===== config.mk =====
export PLATFORM = sky130hd
export DESIGN_NAME = muldiv_unit
export DESIGN_NICKNAME = d
export VERILOG_FILES = /design/src/rtl/muldiv_unit.sv
export SDC_FILE = /design/constraint.sdc
export NUM_CORES = 1
export LEC_CHECK = 0
export BUFFER_PORTS_ARGS = -buffer_cell sky130_fd_sc_hd__buf_2
export CORE_ASPECT_RATIO = 1.4
export CORE_MARGIN = 2
export CORE_UTILIZATION = 25
export CTS_CLUSTER_DIAMETER = 40
export DETAILED_ROUTE_END_ITERATION = 10
export PLACE_DENSITY = 0.39
export SETUP_SLACK_MARGIN = 0.2
export SYNTH_ARGS = -nofsm -noshare
export SYNTH_HDL_FRONTEND = slang
export SYNTH_SLANG_ARGS = --single-unit

===== constraint.sdc =====
create_clock -name clk -period 8.85 [get_ports clk]
set_input_delay 0.885 -clock clk [delete_from_list [all_inputs] [get_ports clk]]
set_output_delay 0.885 -clock clk [all_outputs]
set_load 0.01 [all_outputs]

===== src/rtl/muldiv_unit.sv =====
// Iterative MIPS multiply/divide unit holding the HI/LO registers.
// One shift-add or restoring-divide step per cycle, 32 steps, then a sign-fix cycle.
module muldiv_unit #(
  parameter int WIDTH = 32
) (
  input  logic             clk,
  input  logic             reset,
  input  logic             start,
  input  logic [5:0]       fnctn,
  input  logic [WIDTH-1:0] rs_val,
  input  logic [WIDTH-1:0] rt_val,
  output logic             busy,
  output logic             done,
  output logic             div_by_zero,
  output logic [WIDTH-1:0] hi,
  output logic [WIDTH-1:0] lo
);

  localparam int CW = $clog2(WIDTH);

  typedef enum logic [1:0] {IDLE, RUN, FIX} state_t;

  state_t           state_q, state_d;
  logic [CW-1:0]    cnt_q, cnt_d;
  logic             is_div_q, is_div_d;
  logic             neg_q, neg_d;
  logic             neg_rem_q, neg_rem_d;
  logic             dbz_q, dbz_d;
  logic [WIDTH-1:0] rs_raw_q, rs_raw_d;
  logic [WIDTH-1:0] b_q, b_d;
  logic [WIDTH-1:0] rem_q, rem_d;
  logic [WIDTH-1:0] quo_q, quo_d;
  logic [WIDTH-1:0] hi_q, hi_d;
  logic [WIDTH-1:0] lo_q, lo_d;
  logic             busy_q, busy_d;
  logic             done_q, done_d;
  logic             dbz_out_q, dbz_out_d;

  logic             valid_op;
  logic             signed_op;
  logic             rs_neg, rt_neg;
  logic [WIDTH-1:0] rs_mag, rt_mag;
  logic [WIDTH:0]   mul_sum;
  logic [WIDTH:0]   div_shift;
  logic [WIDTH:0]   div_diff;
  logic [2*WIDTH-1:0] product;

  always_comb begin
    valid_op  = (fnctn[5:2] == 4'b0110);
    signed_op = ~fnctn[0];
    rs_neg    = signed_op & rs_val[WIDTH-1];
    rt_neg    = signed_op & rt_val[WIDTH-1];
    // Negating 0x8000_0000 wraps to itself, which is the correct unsigned magnitude.
    rs_mag    = rs_neg ? (~rs_val + 1'b1) : rs_val;
    rt_mag    = rt_neg ? (~rt_val + 1'b1) : rt_val;

    // Multiply: rem holds the running high half, quo shifts the multiplier out LSB first.
    mul_sum   = {1'b0, rem_q} + {1'b0, (quo_q[0] ? b_q : {WIDTH{1'b0}})};
    // Divide: top bit of the difference is set exactly when the trial subtract underflows.
    div_shift = {rem_q, quo_q[WIDTH-1]};
    div_diff  = div_shift - {1'b0, b_q};
    product   = {rem_q, quo_q};

    state_d   = state_q;
    cnt_d     = cnt_q;
    is_div_d  = is_div_q;
    neg_d     = neg_q;
    neg_rem_d = neg_rem_q;
    dbz_d     = dbz_q;
    rs_raw_d  = rs_raw_q;
    b_d       = b_q;
    rem_d     = rem_q;
    quo_d     = quo_q;
    hi_d      = hi_q;
    lo_d      = lo_q;
    busy_d    = busy_q;
    done_d    = 1'b0;
    dbz_out_d = 1'b0;

    case (state_q)
      IDLE: begin
        if (start && valid_op) begin
          state_d   = RUN;
          cnt_d     = '0;
          busy_d    = 1'b1;
          is_div_d  = fnctn[1];
          neg_d     = rs_neg ^ rt_neg;
          neg_rem_d = rs_neg;
          dbz_d     = fnctn[1] && (rt_val == '0);
          rs_raw_d  = rs_val;
          rem_d     = '0;
          quo_d     = fnctn[1] ? rs_mag : rt_mag;
          b_d       = fnctn[1] ? rt_mag : rs_mag;
        end
      end
      RUN: begin
        if (is_div_q) begin
          if (!div_diff[WIDTH]) begin
            rem_d = div_diff[WIDTH-1:0];
            quo_d = {quo_q[WIDTH-2:0], 1'b1};
          end else begin
            rem_d = div_shift[WIDTH-1:0];
            quo_d = {quo_q[WIDTH-2:0], 1'b0};
          end
        end else begin
          rem_d = mul_sum[WIDTH:1];
          quo_d = {mul_sum[0], quo_q[WIDTH-1:1]};
        end
        cnt_d = cnt_q + 1'b1;
        if (cnt_q == CW'(WIDTH - 1)) begin
          state_d = FIX;
        end
      end
      FIX: begin
        if (!is_div_q) begin
          {hi_d, lo_d} = neg_q ? (~product + 1'b1) : product;
        end else if (dbz_q) begin
          hi_d = rs_raw_q;
          lo_d = '1;
        end else begin
          lo_d = neg_q     ? (~quo_q + 1'b1) : quo_q;
          hi_d = neg_rem_q ? (~rem_q + 1'b1) : rem_q;
        end
        done_d    = 1'b1;
        dbz_out_d = dbz_q;
        busy_d    = 1'b0;
        state_d   = IDLE;
      end
      default: begin
        state_d = IDLE;
        busy_d  = 1'b0;
      end
    endcase
  end

  always_ff @(posedge clk or posedge reset) begin
    if (reset) begin
      state_q   <= IDLE;
      cnt_q     <= '0;
      is_div_q  <= 1'b0;
      neg_q     <= 1'b0;
      neg_rem_q <= 1'b0;
      dbz_q     <= 1'b0;
      rs_raw_q  <= '0;
      b_q       <= '0;
      rem_q     <= '0;
      quo_q     <= '0;
      hi_q      <= '0;
      lo_q      <= '0;
      busy_q    <= 1'b0;
      done_q    <= 1'b0;
      dbz_out_q <= 1'b0;
    end else begin
      state_q   <= state_d;
      cnt_q     <= cnt_d;
      is_div_q  <= is_div_d;
      neg_q     <= neg_d;
      neg_rem_q <= neg_rem_d;
      dbz_q     <= dbz_d;
      rs_raw_q  <= rs_raw_d;
      b_q       <= b_d;
      rem_q     <= rem_d;
      quo_q     <= quo_d;
      hi_q      <= hi_d;
      lo_q      <= lo_d;
      busy_q    <= busy_d;
      done_q    <= done_d;
      dbz_out_q <= dbz_out_d;
    end
  end

  assign busy        = busy_q;
  assign done        = done_q;
  assign div_by_zero = dbz_out_q;
  assign hi          = hi_q;
  assign lo          = lo_q;

endmodule

==> flow_metrics.tcl, run 1 <==
set metrics [dict create \
    clockRootBuffer "clkbuf_16" \
    clk_latency_ns 0.57 \
    p_leak_uw 0.008162 \
    syn_area_sq_um 16500 \
    vias 15790 \
    max_slew_margin 0.2602 \
    rsz0062_at_grt "false" \
    rr_worst_depth 14 \
    fp.dieW_um 221.1 \
    total_power_uw 6748 \
    drc 0 \
    synth_top_area_frac 0.3125 \
    vdd_ir_drop_max_mv 0.1487 \
    cts_buffers 44 \
    critPathCaptureType "flip-flop" \
    path_max_fanout 22 \
    synthTopCellsByArea "dfrtp_1 31%, nand2_1 7.2%, o21ai_0 6.1%" \
    setup_violations 0 \
    worstHoldPathCells 2 \
    cp_top_family "compound AO/OA/AOI/OAI gates" \
    fin_worst_skew_ns 0.03294 \
    clockPowerShare 0.261 \
    slowest_stage "o31ai_1" \
    cp_num_buf_inv 2 \
    startpoint_type "flip-flop" \
    hold_buffers 0 \
    grt_pass1_wl_um 103600 \
    overflow 0 \
    hold_viol 0 \
    async_flop_share 1.000 \
    slew_violations 0 \
    clock_sink_count 206 \
    dieArea_sq_um 68080 \
    path_depth 14 \
    placement.io_buffers 139 \
    arrival_ns 5.25 \
    final_cells 3048 \
    tritoncts "done" \
    clk_pin_slew_worst_paths_ns 0.05 \
    power_per_cell_area_nw_per_um2 346.5 \
    start_util 0.2522 \
    synth_nets 2246 \
    fmax_mhz 207.2 \
    p_switching_uw 3063 \
    max_cap_viol_count 0 \
    cts.path.max_buffers 3 \
    antenna_left 0 \
    dp_hpwl_um 52380 \
    cts_setup_buffers 0 \
    h-tree-depth 2 \
    ys_types 82 \
    cts_resized 0 \
    fp.dieH_um 307.9 \
    power.share.sequential 0.251 \
    grt_max_degree 117 \
    wl_per_cell_um 22.70 \
    cp_cell_sequence "inv_1 > ha_1 > fa_1 > nor2b_1 > o31ai_1 > a31oi_1 > nand3_1 > nand2_1 > a31oi_1 > o31ai_1 > xor2_4 > buf_4 > mux2_2 > a2bb2oi_1" \
    synth-edff-count 0 \
    critPathMaxStageDelay_ns 0.83 \
    fin_crit_sh 0.5454 \
    place_inst 2963 \
    antenna_found_initial 5 \
    row_count 111 \
    swShare 0.4538 \
    syn_to_final_growth_pct 18.07 \
    finalNetCount 2307 \
    gp_congestion 0.9158 \
    grt.total_usage 0.2004 \
    timing.hold.ws_ns 0.4656 \
    synth-main-ff-cell "dfrtp_1" \
    status "finished clean" \
    synth_area_leader_cell "dfrtp_1" \
    wirelength_um 69190 \
    drive_gt1_frac 0.1315 \
    p_int_uw 3686 \
    finalCriticalPeriod_ns 4.827 \
    firstDrtPassIters 5 \
    synth-seq-cells 206 \
    combPwrFrac 0.488 \
    grt_pass1_vias 16010 \
    ys_seq_area_frac 0.3125 \
    yosysWarnings 0 \
    avgSynthCellArea_sq_um 7.851 \
    drt_iter0_markers 1014 \
    worst_pin_slew_ns 1.082 \
    viasPerCell 5.179 \
    hold_path.class "reg2reg" \
    core_sq_um 65410 \
    syn_inst 2101 \
    setup_tns_ns 0 \
    cp.required_ns 9.28 \
    io_pins 140 \
    path_class "reg2reg" \
]
## final timing paths
path                            from         to  slack [ns]
min                           hi[30]     hi[30]        0.47
max reg2reg                quo_q[31]  rem_q[17]        4.02
min in group asynchronous      reset       done        0.49
max in group asynchronous      reset      dbz_q        6.89
max                        quo_q[31]  rem_q[17]        4.02
min reg2reg                   hi[30]     hi[30]        0.47
## tightest hold or removal path, cell delays in order, from the launching register on
cell,delay (ns)
dfrtp_1,0.34
nand2_1,0.05
nand2_1,0.05
## logic make-up after synthesis
family	share of synthesized area
AOI/OAI and AO/OA	0.2345
xor gates and xnor gates	0.09929
adders and majority gates	0.05552
buffers and inverters	0.05188
DFF	0.3125
muxes	0.05097
and+or+nand+nor	0.1953
## Yosys cell counts (all sizes together) (5+ instances only)
cell type  number
dfrtp         206
o21bai          6
a21oi         177
o221ai         11
o22ai           9
nor4           17
nor2          192
or4            15
nor3           36
and3            7
ha             70
o31ai          34
buf            31
nand4          13
a221o           5
nand2         315
a22oi          20
nand3          22
xnor2          98
xor2           89
a211oi         37
o21a           11
mux2i          75
nor2b          18
a31oi          14
nand2b         22
and2            5
or3            17
a21o           21
inv            64
o211ai         24
or2             9
o41ai          12
o21ai         205
mux2            8
clkbuf        118
## stage by stage
step	instance area, sq um	worst slack, ns	utilization
floorplan	16500	2.341	-
global placement	17890	4.040	0.2736
detailed placement	17890	3.992	0.2736
CTS	19470	3.955	0.2976
global route	19470	3.565	0.2977
finish	19480	4.023	0.2978
## routing by layer
layer	vias to the layer above	wire, um	global-route usage
met5	-	18	0
met4	4	2869	0.08132
met3	126	2890	0.02648
met2	433	34510	0.3594
met1	7626	28900	0.2407
li1	7597	-	-
## sequential cells by signal, summed over array words and instances, names as in the netlist
register / cells
rem_q: 32
dbz_q: 1
b_q: 32
done: 1
cnt_q: 5
div_by_zero: 1
neg_rem_q: 1
neg_q: 1
quo_q: 32
state_q: 2
hi: 32
busy: 1
lo: 32
is_div_q: 1
rs_raw_q: 32
## final cells by class
class                      count  area [sq um]
fill                        7034         45940
inverter                      64         247.7
timing repair buffer         164         883.3
sequential                   206          5161
tap                          847          1060
clock buffer                  52          1234
clock inverter                30         341.6
multi-input combinational   1682         10540
antenna                        3         7.507
## power by group through the flow
stage / Combinational (uW) / Sequential, uW / Clock, uW
after floorplan: 2570 / 1410 / 0
after global placement: 3290 / 1700 / 0
after detailed placement: 3280 / 1710 / 0
after CTS: 3310 / 1700 / 1810
after global routing: 3680 / 1740 / 1850
final: 3290 / 1690 / 1760
## cells in the final DEF (no fill, tap or decap), types with 7 or more instances in the layout
| cell | instances |
|---|---|
| clkbuf_16 | 46 |
| o21ai_0 | 200 |
| or2_2 | 7 |
| mux2i_1 | 75 |
| a22oi_1 | 20 |
| nand4_1 | 13 |
| a21o_1 | 21 |
| xnor2_1 | 98 |
| o22ai_1 | 9 |
| nor2b_1 | 17 |
| a31oi_1 | 14 |
| nand2_1 | 314 |
| o41ai_1 | 12 |
| o221ai_1 | 11 |
| or4_1 | 11 |
| nor4_1 | 14 |
| buf_4 | 25 |
| a211oi_1 | 37 |
| nand2b_1 | 21 |
| a21oi_1 | 176 |
| nand3_1 | 22 |
| o211ai_1 | 24 |
| xor2_1 | 88 |
| clkinv_2 | 7 |
| o21a_1 | 11 |
| o31ai_1 | 33 |
| mux2_2 | 8 |
| and3_1 | 7 |
| nor3_1 | 34 |
| buf_2 | 139 |
| nor2_1 | 192 |
| or3_1 | 16 |
| dfrtp_1 | 203 |
| clkinvlp_4 | 7 |
| ha_1 | 70 |
| inv_1 | 63 |
No activity file was read; power rests on OpenSTA's default activity.
==> inputs of run 2 (changes only) <==
==> constraint.sdc (replaced) <==
create_clock -name clk -period 5 [get_ports clk]
set_input_delay 0.5 -clock clk [delete_from_list [all_inputs] [get_ports clk]]
set_output_delay 0.5 -clock clk [all_outputs]
set_load 0.01 [all_outputs]
==> run 2 against run 1 <==
Net effect: final cell count increased by 0.49%; combinational power increased by 92%; critical path depth shrank 4; critical endpoint is now hi[6]; core utilization rose by 0.11 points; largest cell class unchanged; maximum frequency up 17%; wire length decreased by 0.94%.
==> flow_metrics.tcl, run 2 (same netlist as run 1, synthesis figures left out) <==
set metrics [dict create \
    status "finished clean" \
    h-tree-depth 2 \
    path_class "reg2reg" \
    overflow 0 \
    critPathCapture "hi[6]" \
    finalNetCount 2328 \
    clock_sink_count 206 \
    rsz0062_at_grt "false" \
    diodes 0 \
    tritoncts "done" \
    rr_worst_depth 10 \
    cts_buffers 42 \
    r2r_start "quo_q[13]" \
    power_per_cell_area_nw_per_um2 613.6 \
    p_leak_uw 0.008242 \
    grt_pass1_vias 15750 \
    max_cap_viol_count 0 \
    start_util 0.2522 \
    dp_hpwl_um 52670 \
    rrSetupSlack_ns 0.86 \
    layout.cells.most_common_list "314 x nand2_1, 203 x dfrtp_1, 200 x o21ai_0" \
    drt_iter0_markers 988 \
    critPathCaptureType "flip-flop" \
    startpoint_type "flip-flop" \
    max_slew_margin 0.1377 \
    drive_gt1_frac 0.1358 \
    grt_max_degree 137 \
    syn_to_final_growth_pct 18.49 \
    row_count 111 \
    cts_setup_buffers 0 \
    hold_buffers 0 \
    core_sq_um 65410 \
    placement.io_buffers 139 \
    grt_pass1_wl_um 102100 \
    gp_congestion 0.8409 \
    viasPerCell 5.168 \
    finalCriticalPeriod_ns 4.137 \
    cts.path.max_buffers 3 \
    wirelength_um 68540 \
    io_pins 140 \
    antenna_found_initial 1 \
    grt.total_usage 0.1976 \
    setup_violations 0 \
    vias 15830 \
    fp.dieH_um 307.9 \
    cp-startpoint "quo_q[13]" \
    layout.cells.most_common "nand2_1" \
    drc 0 \
    antenna_left 0 \
    wl_per_cell_um 22.38 \
    fin_worst_skew_ns 0.02193 \
    firstDrtPassIters 5 \
    hold_path.class "in2async" \
    fin_crit_sh 0.8275 \
    cp.required_ns 5.42 \
    worst_pin_slew_ns 1.290 \
    fmax_mhz 241.7 \
    timing.hold.ws_ns 0.1480 \
    cts_resized 0 \
    fp.dieW_um 221.1 \
    setup_tns_ns 0 \
    arrival_ns 4.55 \
    fillCellCount 7033 \
    clk_latency_ns 0.58 \
    hold_viol 0 \
    r2r-end "hi[6]" \
    dieArea_sq_um 68080 \
    vdd_ir_drop_max_mv 0.2503 \
    finish.utilization 0.2988 \
    slew_violations 0 \
    clockRootBuffer "clkbuf_16" \
    clk_pin_slew_worst_paths_ns 0.05 \
    path_max_fanout 19 \
]
-- run 2: worst max-delay path, stage by stage (launching register included) --
cell	delay [ns]
dfrtp_1	0.54
or4_4	0.63
nor4_1	0.62
nand2_1	0.22
or3_4	0.43
or2_2	0.53
nor2_1	0.21
mux2i_1	0.19
a21oi_1	0.08
a21oi_1	0.38
o21ai_0	0.13
-- run 2: stage by stage --
stage | power, uW | instance area, sq um | setup WS [ns] | cells
2_1_floorplan | 7047 | 16500 | 1.630 | 2101
3_3_place_gp | 9071 | 18090 | 0.8910 | 2986
3_5_place_dp | 9077 | 18090 | 0.8899 | 2986
4_1_cts | 12120 | 19550 | 0.8727 | 3063
5_1_grt | 12890 | 19550 | 0.7131 | 3063
6_report | 11990 | 19550 | 0.8627 | 3063
-- run 2: per-layer routing --
| layer | up-vias | GRT usage | share of wire |
|---|---|---|---|
| li1 | 7636 | - | - |
| met1 | 7675 | 0.2272 | 0.40 |
| met2 | 395 | 0.3607 | 0.51 |
| met3 | 121 | 0.02829 | 0.040 |
| met4 | 2 | 0.08943 | 0.045 |
| met5 | - | 0 | 0.00018 |
-- run 2: power by group --
part / internal, uW / leakage, uW / switching [uW]
clock network: 1920 / 0.000721 / 1020
logic: 2520 / 0.00504 / 3790
registers: 2130 / 0.00249 / 621
total: 6560 / 0.00824 / 5430
-- run 2: final cells by class --
type                            count  area (sq um)  area share
Tap cell                          847          1060     0.05422
Inverter                           64         244.0     0.01248
Sequential cell                   206          5161      0.2641
Multi-Input combinational cell   1682         10540      0.5394
Clock buffer                       58          1222     0.06254
Clock inverter                     19         235.2     0.01203
Timing Repair Buffer              187          1081     0.05531
-- run 2: worst min path at each step --
stage                         to  slack [ns]  cells past startpoint
detailed placement        hi[22]        0.46                      2
CTS                 rs_raw_q[26]        0.16                      3
finish                    hi[29]        0.15                      3
global route              hi[25]        0.19                      3
floorplan           rs_raw_q[20]        0.44                      2
global placement          hi[30]        0.45                      2
